**src/rtl/au_rr_arbiter.sv**
```systemverilog
// Round-robin arbiter sharing one AU datapath among WIDTH requesters.
// Holds a registered one-hot grant plus its binary index for the whole
// transfer, releases on last or when the owner drops its request, and can
// hand the resource straight to the next requester on the release edge.
module au_rr_arbiter #(
  parameter int WIDTH = 8,
  localparam int IW = (WIDTH > 1) ? $clog2(WIDTH) : 1
) (
  input  logic             clk,
  input  logic             rst,
  input  logic             en,
  input  logic [WIDTH-1:0] req,
  input  logic             last,
  output logic [WIDTH-1:0] grant,
  output logic [IW-1:0]    grant_idx,
  output logic             busy
);

  if (WIDTH < 1) begin : g_bad_width
    $fatal(1, "au_rr_arbiter: WIDTH must be >= 1");
  end

  typedef enum logic {IDLE, BUSY} state_t;

  state_t           state;
  state_t           state_next;
  logic [IW-1:0]    ptr;
  logic [IW-1:0]    ptr_next;
  logic [WIDTH-1:0] grant_next;
  logic [IW-1:0]    idx_next;
  logic             rel;
  logic [IW-1:0]    new_ptr;
  logic [WIDTH-1:0] scan_req;
  logic [IW-1:0]    scan_start;
  logic             win_found;
  logic [IW-1:0]    win_idx;

  // Circular increment that wraps at WIDTH rather than at 2^IW.
  function automatic logic [IW-1:0] wrap_inc(input logic [IW-1:0] v);
    if (v == IW'(WIDTH - 1)) return '0;
    return v + IW'(1);
  endfunction

  // First set bit of r scanning circularly from start; returns {found, idx}.
  function automatic logic [IW:0] pick(input logic [IW-1:0] start,
                                       input logic [WIDTH-1:0] r);
    logic          found;
    logic [IW-1:0] pos;
    logic [IW-1:0] idx;
    found = 1'b0;
    idx   = '0;
    pos   = start;
    for (int k = 0; k < WIDTH; k++) begin
      if (!found && r[pos]) begin
        found = 1'b1;
        idx   = pos;
      end
      pos = wrap_inc(pos);
    end
    return {found, idx};
  endfunction

  assign busy = (state == BUSY);

  // Winner selection and next-state logic; while busy the scan starts just
  // past the owner and ignores the owner's own request so a release can
  // re-arbitrate on the same edge without regranting the same requester.
  always_comb begin
    rel        = last | ~req[grant_idx];
    new_ptr    = wrap_inc(grant_idx);
    scan_req   = req;
    scan_start = ptr;
    if (state == BUSY) begin
      scan_req[grant_idx] = 1'b0;
      scan_start          = new_ptr;
    end
    {win_found, win_idx} = pick(scan_start, scan_req);

    state_next = state;
    grant_next = grant;
    idx_next   = grant_idx;
    ptr_next   = ptr;
    case (state)
      IDLE: begin
        if (en && win_found) begin
          state_next = BUSY;
          grant_next = WIDTH'(1) << win_idx;
          idx_next   = win_idx;
        end
      end
      BUSY: begin
        if (rel) begin
          ptr_next = new_ptr;
          if (en && win_found) begin
            grant_next = WIDTH'(1) << win_idx;
            idx_next   = win_idx;
          end else begin
            state_next = IDLE;
            grant_next = '0;
            idx_next   = '0;
          end
        end
      end
      default: state_next = IDLE;
    endcase
  end

  // State, grant and priority pointer registers with synchronous reset.
  always_ff @(posedge clk) begin
    if (rst) begin
      state     <= IDLE;
      grant     <= '0;
      grant_idx <= '0;
      ptr       <= '0;
    end else begin
      state     <= state_next;
      grant     <= grant_next;
      grant_idx <= idx_next;
      ptr       <= ptr_next;
    end
  end

endmodule

```
**config.mk**
```make
export PLATFORM = sky130hd
export DESIGN_NAME = au_rr_arbiter
export DESIGN_NICKNAME = d
export VERILOG_FILES = /design/src/rtl/au_rr_arbiter.sv
export SDC_FILE = /design/constraint.sdc
export NUM_CORES = 1
export LEC_CHECK = 0
export ABC_AREA = 1
export CAP_MARGIN = 20
export CORE_MARGIN = 3
export CORE_UTILIZATION = 55
export DETAILED_ROUTE_END_ITERATION = 12
export GPL_ROUTABILITY_DRIVEN = 0
export HOLD_SLACK_MARGIN = 0.03
export PLACE_DENSITY = 0.83
export SKIP_CTS_REPAIR_TIMING = 1
export SYNTH_ARGS = -nofsm -noshare
export SYNTH_HDL_FRONTEND = slang
export SYNTH_SLANG_ARGS = --single-unit
export TNS_END_PERCENT = 30
```
**constraint.sdc**
```tcl
create_clock -name clk -period 3.9 [get_ports clk]
set_clock_uncertainty 0.2 [all_clocks]
set_input_delay 0.585 -clock clk [delete_from_list [all_inputs] [get_ports clk]]
set_output_delay 0.585 -clock clk [all_outputs]
set_load 0.005 [all_outputs]
```
* Word level (Yosys, flattened, before mapping)
Cells that the tools add are included.
** Word-level totals
- Flip-flop bits (word level) :: 15
- Logic and storage cells :: 129
- Output and inout bits :: 12
** Cells by class
- Muxes and demuxes :: 73
- Bitwise gates (word level) :: 5
- Equality and inequality tests :: 10
- Add/subtract/negate cells :: 8
- Reductions and logical operators :: 18
- Shift operators :: 1
- Magnitude comparators :: 10
** Operators with widths (number)
- 3-bit 2-to-1 mux :: 28
- 3-bit by 4-bit less-than comparator with 1-bit output, second input constant :: 9
- 8-bit 2-to-1 mux :: 4
- 1-bit 2-to-1 mux :: 28
- 1-bit binary-select mux with 3-bit select :: 9
- 3-bit by 1-bit adder with 3-bit output, second input constant :: 8
- 3-bit equality test, second input constant :: 8
- 8-bit case mux with 2 select lines :: 1
- 1-bit logical AND :: 9
- 8-bit bitwise AND :: 1
- 8-bit NOT :: 1
- 1-bit by 3-bit << shifter with 8-bit output, first input constant :: 1
- 1-bit zero test :: 7
- 3-bit case mux with 2 select lines :: 1
- 2-bit AND reduction :: 2
- 1-bit demux with 3-bit select :: 1
- 3-bit by 1-bit >= comparator with 1-bit output, second input constant :: 1
- 2-bit by 1-bit inequality test with 1-bit output, second input constant :: 1
- 2-bit inequality test, second input constant :: 1
- 1-bit NOT :: 2
- 1-bit case mux with 2 select lines :: 1
- 1-bit OR :: 1

* Depth between registers and ports, before layout
Gate-level depths: netlist of the first run.
- Depth after elaboration :: 35
- Depth in mapped cells :: 27
- Gate-level depth less buffers :: 25

* Worst setup path after synthesis of the first run
No wires, ideal clock.
- Kind :: register to register
- From :: register grant_idx[0]
- To :: register grant[0]
- Path slack :: 0.449 ns
- Stages on the path, launching flop included :: 24
- Period minus slack after synthesis :: 3.451 ns
- Data arrival time :: 3.181 ns
- Path buffers :: 3
- Cells stage by stage :: dfxtp_1 > ha_1 > ha_1 > nor2_1 > nand2_1 > nand2_4 > buf_6 > ha_1 > buf_2 > clkinv_1 > nand3_1 > nand3_1 > nand2_2 > nand4_4 > nor2_8 > nand2_2 > nor2_4 > nand2_2 > nand3_2 > inv_2 > nor2_4 > buf_6 > nand2_2 > a21oi_2
** On the way
- Longest elaborated chain between the ends :: 35
- Elaborated cells between the ends (all ways) :: 100
- Classes of those cells :: add/sub: 8; order compare: 2; eq/ne: 10; shift: 1; mux: 58; bitwise: 4; reduce/logical: 17
** Ends and longest elaborated chain
- start, declared :: RTL line 15 : output logic [IW-1:0] grant_idx,
- start signal, assigned :: RTL line 118 : grant_idx <= idx_next;
- parallel branches: the longest is 35 deep, another holds 3-bit by 1-bit adder with 3-bit output
- end signal, assigned :: RTL line 117 : grant <= grant_next;
- end, declared :: RTL line 14 : output logic [WIDTH-1:0] grant,
Several ways; the timed one is not identified. The select of a mux whose other input is x is not followed.
A chain may end at the register's enable or synchronous reset.

* Worst setup path in the final report of the first run
- From :: register grant_idx[1]
- To :: register grant[0]
The elaborated chain is that of the path after synthesis.

==> results of run 1 <==
[metrics by stage]
| stage | power [mW] | setup slack (ns) |
|---|---|---|
| 6_report | 1.48 | 0.296 |
| 2_1_floorplan | 1.08 | 0.449 |
| 5_1_grt | 1.63 | -0.0250 |
| 4_1_cts | 1.44 | 0.119 |
| 3_3_place_gp | 1.33 | 0.297 |
| 3_5_place_dp | 1.34 | 0.153 |
[synthesized netlist by cell type, drive strengths merged]
cell	instances	share of area
a211oi	2	0.0077
a21oi	17	0.068
a221oi	1	0.0045
a22o	1	0.0045
a31oi	1	0.0032
buf	5	0.026
clkbuf	1	0.0019
clkinv	1	0.0019
dfxtp	15	0.15
ha	5	0.032
inv	29	0.058
nand2	133	0.31
nand3	57	0.17
nand3b	1	0.0038
nand4	9	0.036
nor2	34	0.083
nor3	1	0.0026
o21ai	8	0.028
or2	1	0.0032
[layout make-up]
type | count | area [um^2]
inverters | 30 | 118
clock buffers | 4 | 26.3
multi-input cells | 271 | 1490
fillers | 289 | 1100
well taps | 46 | 57.6
repair buffers | 31 | 303
flip-flops and latches | 15 | 302
[flip-flops by register name, summed over array words and instances, names as in the netlist]
register,cells
busy,1
ptr,3
grant_idx,3
grant,8
[routing by layer]
layer,up-vias,GRT usage,part of all wire
met5,-,0,0
met4,0,0.0492,0.010
met3,6,0.0410,0.054
met2,78,0.439,0.49
met1,972,0.315,0.44
li1,1122,-,-
[worst min-delay path, delay by kind of cell, from the launching register on]
kind / cells / cell delay (ns)
compound gates: 1 / 0.05
flops: 1 / 0.32
simple gates: 1 / 0.06
[report_power, final]
group,leakage (nW),internal (mW),switching (mW)
logic,0.941,0.400,0.769
clock network,0.0150,0.0398,0.0504
registers,0.123,0.189,0.0329
[layout by cell type, fill, tap and decap left out, types with 3 or more instances in the layout]
| cell type | Yosys | routed |
|---|---|---|
| nand2_1 | 102 | 102 |
| clkbuf_4 | 0 | 3 |
| buf_4 | 0 | 7 |
| clkdlybuf4s50_1 | 0 | 23 |
| ha_1 | 5 | 5 |
| inv_1 | 23 | 23 |
| a21oi_2 | 10 | 10 |
| inv_2 | 4 | 4 |
| nand3_2 | 10 | 10 |
| nor2_1 | 30 | 29 |
| a21oi_1 | 6 | 6 |
| nand3_1 | 47 | 47 |
| nand2_4 | 6 | 6 |
| nand4_1 | 8 | 8 |
| o21ai_0 | 3 | 3 |
| nand2_2 | 25 | 25 |
| o21ai_1 | 3 | 3 |
| dfxtp_1 | 15 | 14 |
[path summary, 6_finish.rpt]
path	cells past startpoint	slack, ns	endpoint
worst max-delay path	25	0.30	grant[0]
worst min-delay path	2	0.27	grant[7]
worst max register to register	25	0.30	grant[0]
worst min register to register	2	0.27	grant[7]
[cells by family (layout without fill, tap and decap cells)]
| group | Yosys count | in the layout |
|---|---|---|
| AO/OA/AOI/OAI | 30 | 30 |
| adder cells (fa/ha/maj) | 5 | 5 |
| buffers and inverters | 36 | 65 |
| flip-flops | 15 | 15 |
| AND/OR/NAND/NOR | 236 | 236 |
==> run summary, run 1 <==
FF+latch count, synth - 15
Cell Area, Synth - 1960 um^2
Max_slew headroom - 0.507
Worst skew pair latency - 0.29 ns
Die Y - 65.6 um
Req. time, crit path - 3.91 ns
Post-detailed-route count of antenna-violating nets - 0
VDD IR max - 0.374 mV
Die Width - 65.6 um
Hold WC Path Type - reg2reg
Status - finished clean
Ant diodes - 0
Congestion Overflow GR - 0
Synth Area in XOR/XNOR - 0
Crit path arrival time - 3.61 ns
Yosys cell types - 34
Worst-Margin Slew - 0.738 ns
Yosys warnings - 0
Buffers on Ports - 23
Achievable Freq - 0.277 GHz
Row count - 21
Drt first pass iters - 5
Routed vias/inst - 5.49
Antenna violations before repair - 0
Setup crit end kind - flop
Core area - 3390 um^2
Final Non-Filler Cells - 397
Hold slack - 0.266 ns
CTS max path bufs - 2
Detailed Route WL - 5120 um
Final period util - 0.924
Placed Instances - 388
Synth Area in Compound Gates - 0.116
Final hold vios - 0
Detailed Place HPWL - 4010 um
H-Tree Depth - 1
Crit path time final - 3.60 ns
Worst path top cell family by delay - simple AND/OR/NAND/NOR gates
All-Layer GR Usage - 0.249
Max-cap viol count - 0
Most common cell type on the critical path - nand2_2
CTS tree - built
Die area - 4310 um^2
Total CTS buffers - 3
Vias - 2178
Post-synthesis adder-cell area fraction - 0.0320
Initial DRC Count - 169
Fin util - 0.676
Critical path origin - grant_idx[1]
Crit path launch type - flop
Syn_nets - 339
Layout cells sized above 1 - 0.222
Initial Utilization - 0.577
Largest net degree at the start of global routing - 17
PD cells - 646 nW/um^2
Seq/Total Area, Yosys - 0.154
Crit-path max FO - 11
Mux cell area share after synthesis - 0
Worst reg2reg path startpoint - grant_idx[1]
Final setup vio count - 0
Hold Crit Start - grant[7]
Simple-gate share of the synthesized area - 0.610
P&R area growth vs syn - 17.2%
CTS Root Buffer Type - clkbuf_4
Syn avg cell area - 6.07 um^2
DR DRC count - 0
Clk sink count - 15
Post-layout nets - 369
Setup TNS - 0 ns
P_leak - 1.08 nW
Reg clk slew, reported paths - 0.09 ns
First-pass GRT wire length - 8560 um
CP bufs+invs - 3
CP peak stage delay - 0.37 ns
Placed Area - 2210 um^2
Gate Count Post-Synth - 322
WS Path Type - reg2reg
Avg WL per Cell - 12.9 um
Largest family of logic cells by synthesized area - simple AND/OR/NAND/NOR gates
I/O pin count - 24
Number of global-route vias before repair - 2035
Design area - 2290 um^2
Slew Limit Fails - 0
Crit-path slowest cell - dfxtp_2
(Power assumes the default switching activity.)
==> run 2: changes to the inputs <==
--- a/config.mk
+++ b/config.mk
@@ -9,6 +9,7 @@
 export CAP_MARGIN = 20
 export CORE_MARGIN = 3
 export CORE_UTILIZATION = 55
+export CTS_CLUSTER_SIZE = 30
 export DETAILED_ROUTE_END_ITERATION = 12
 export GPL_ROUTABILITY_DRIVEN = 0
 export HOLD_SLACK_MARGIN = 0.03
==> results of run 2 <==
The final DEF is identical to that of run 1; final timing and power are the same.
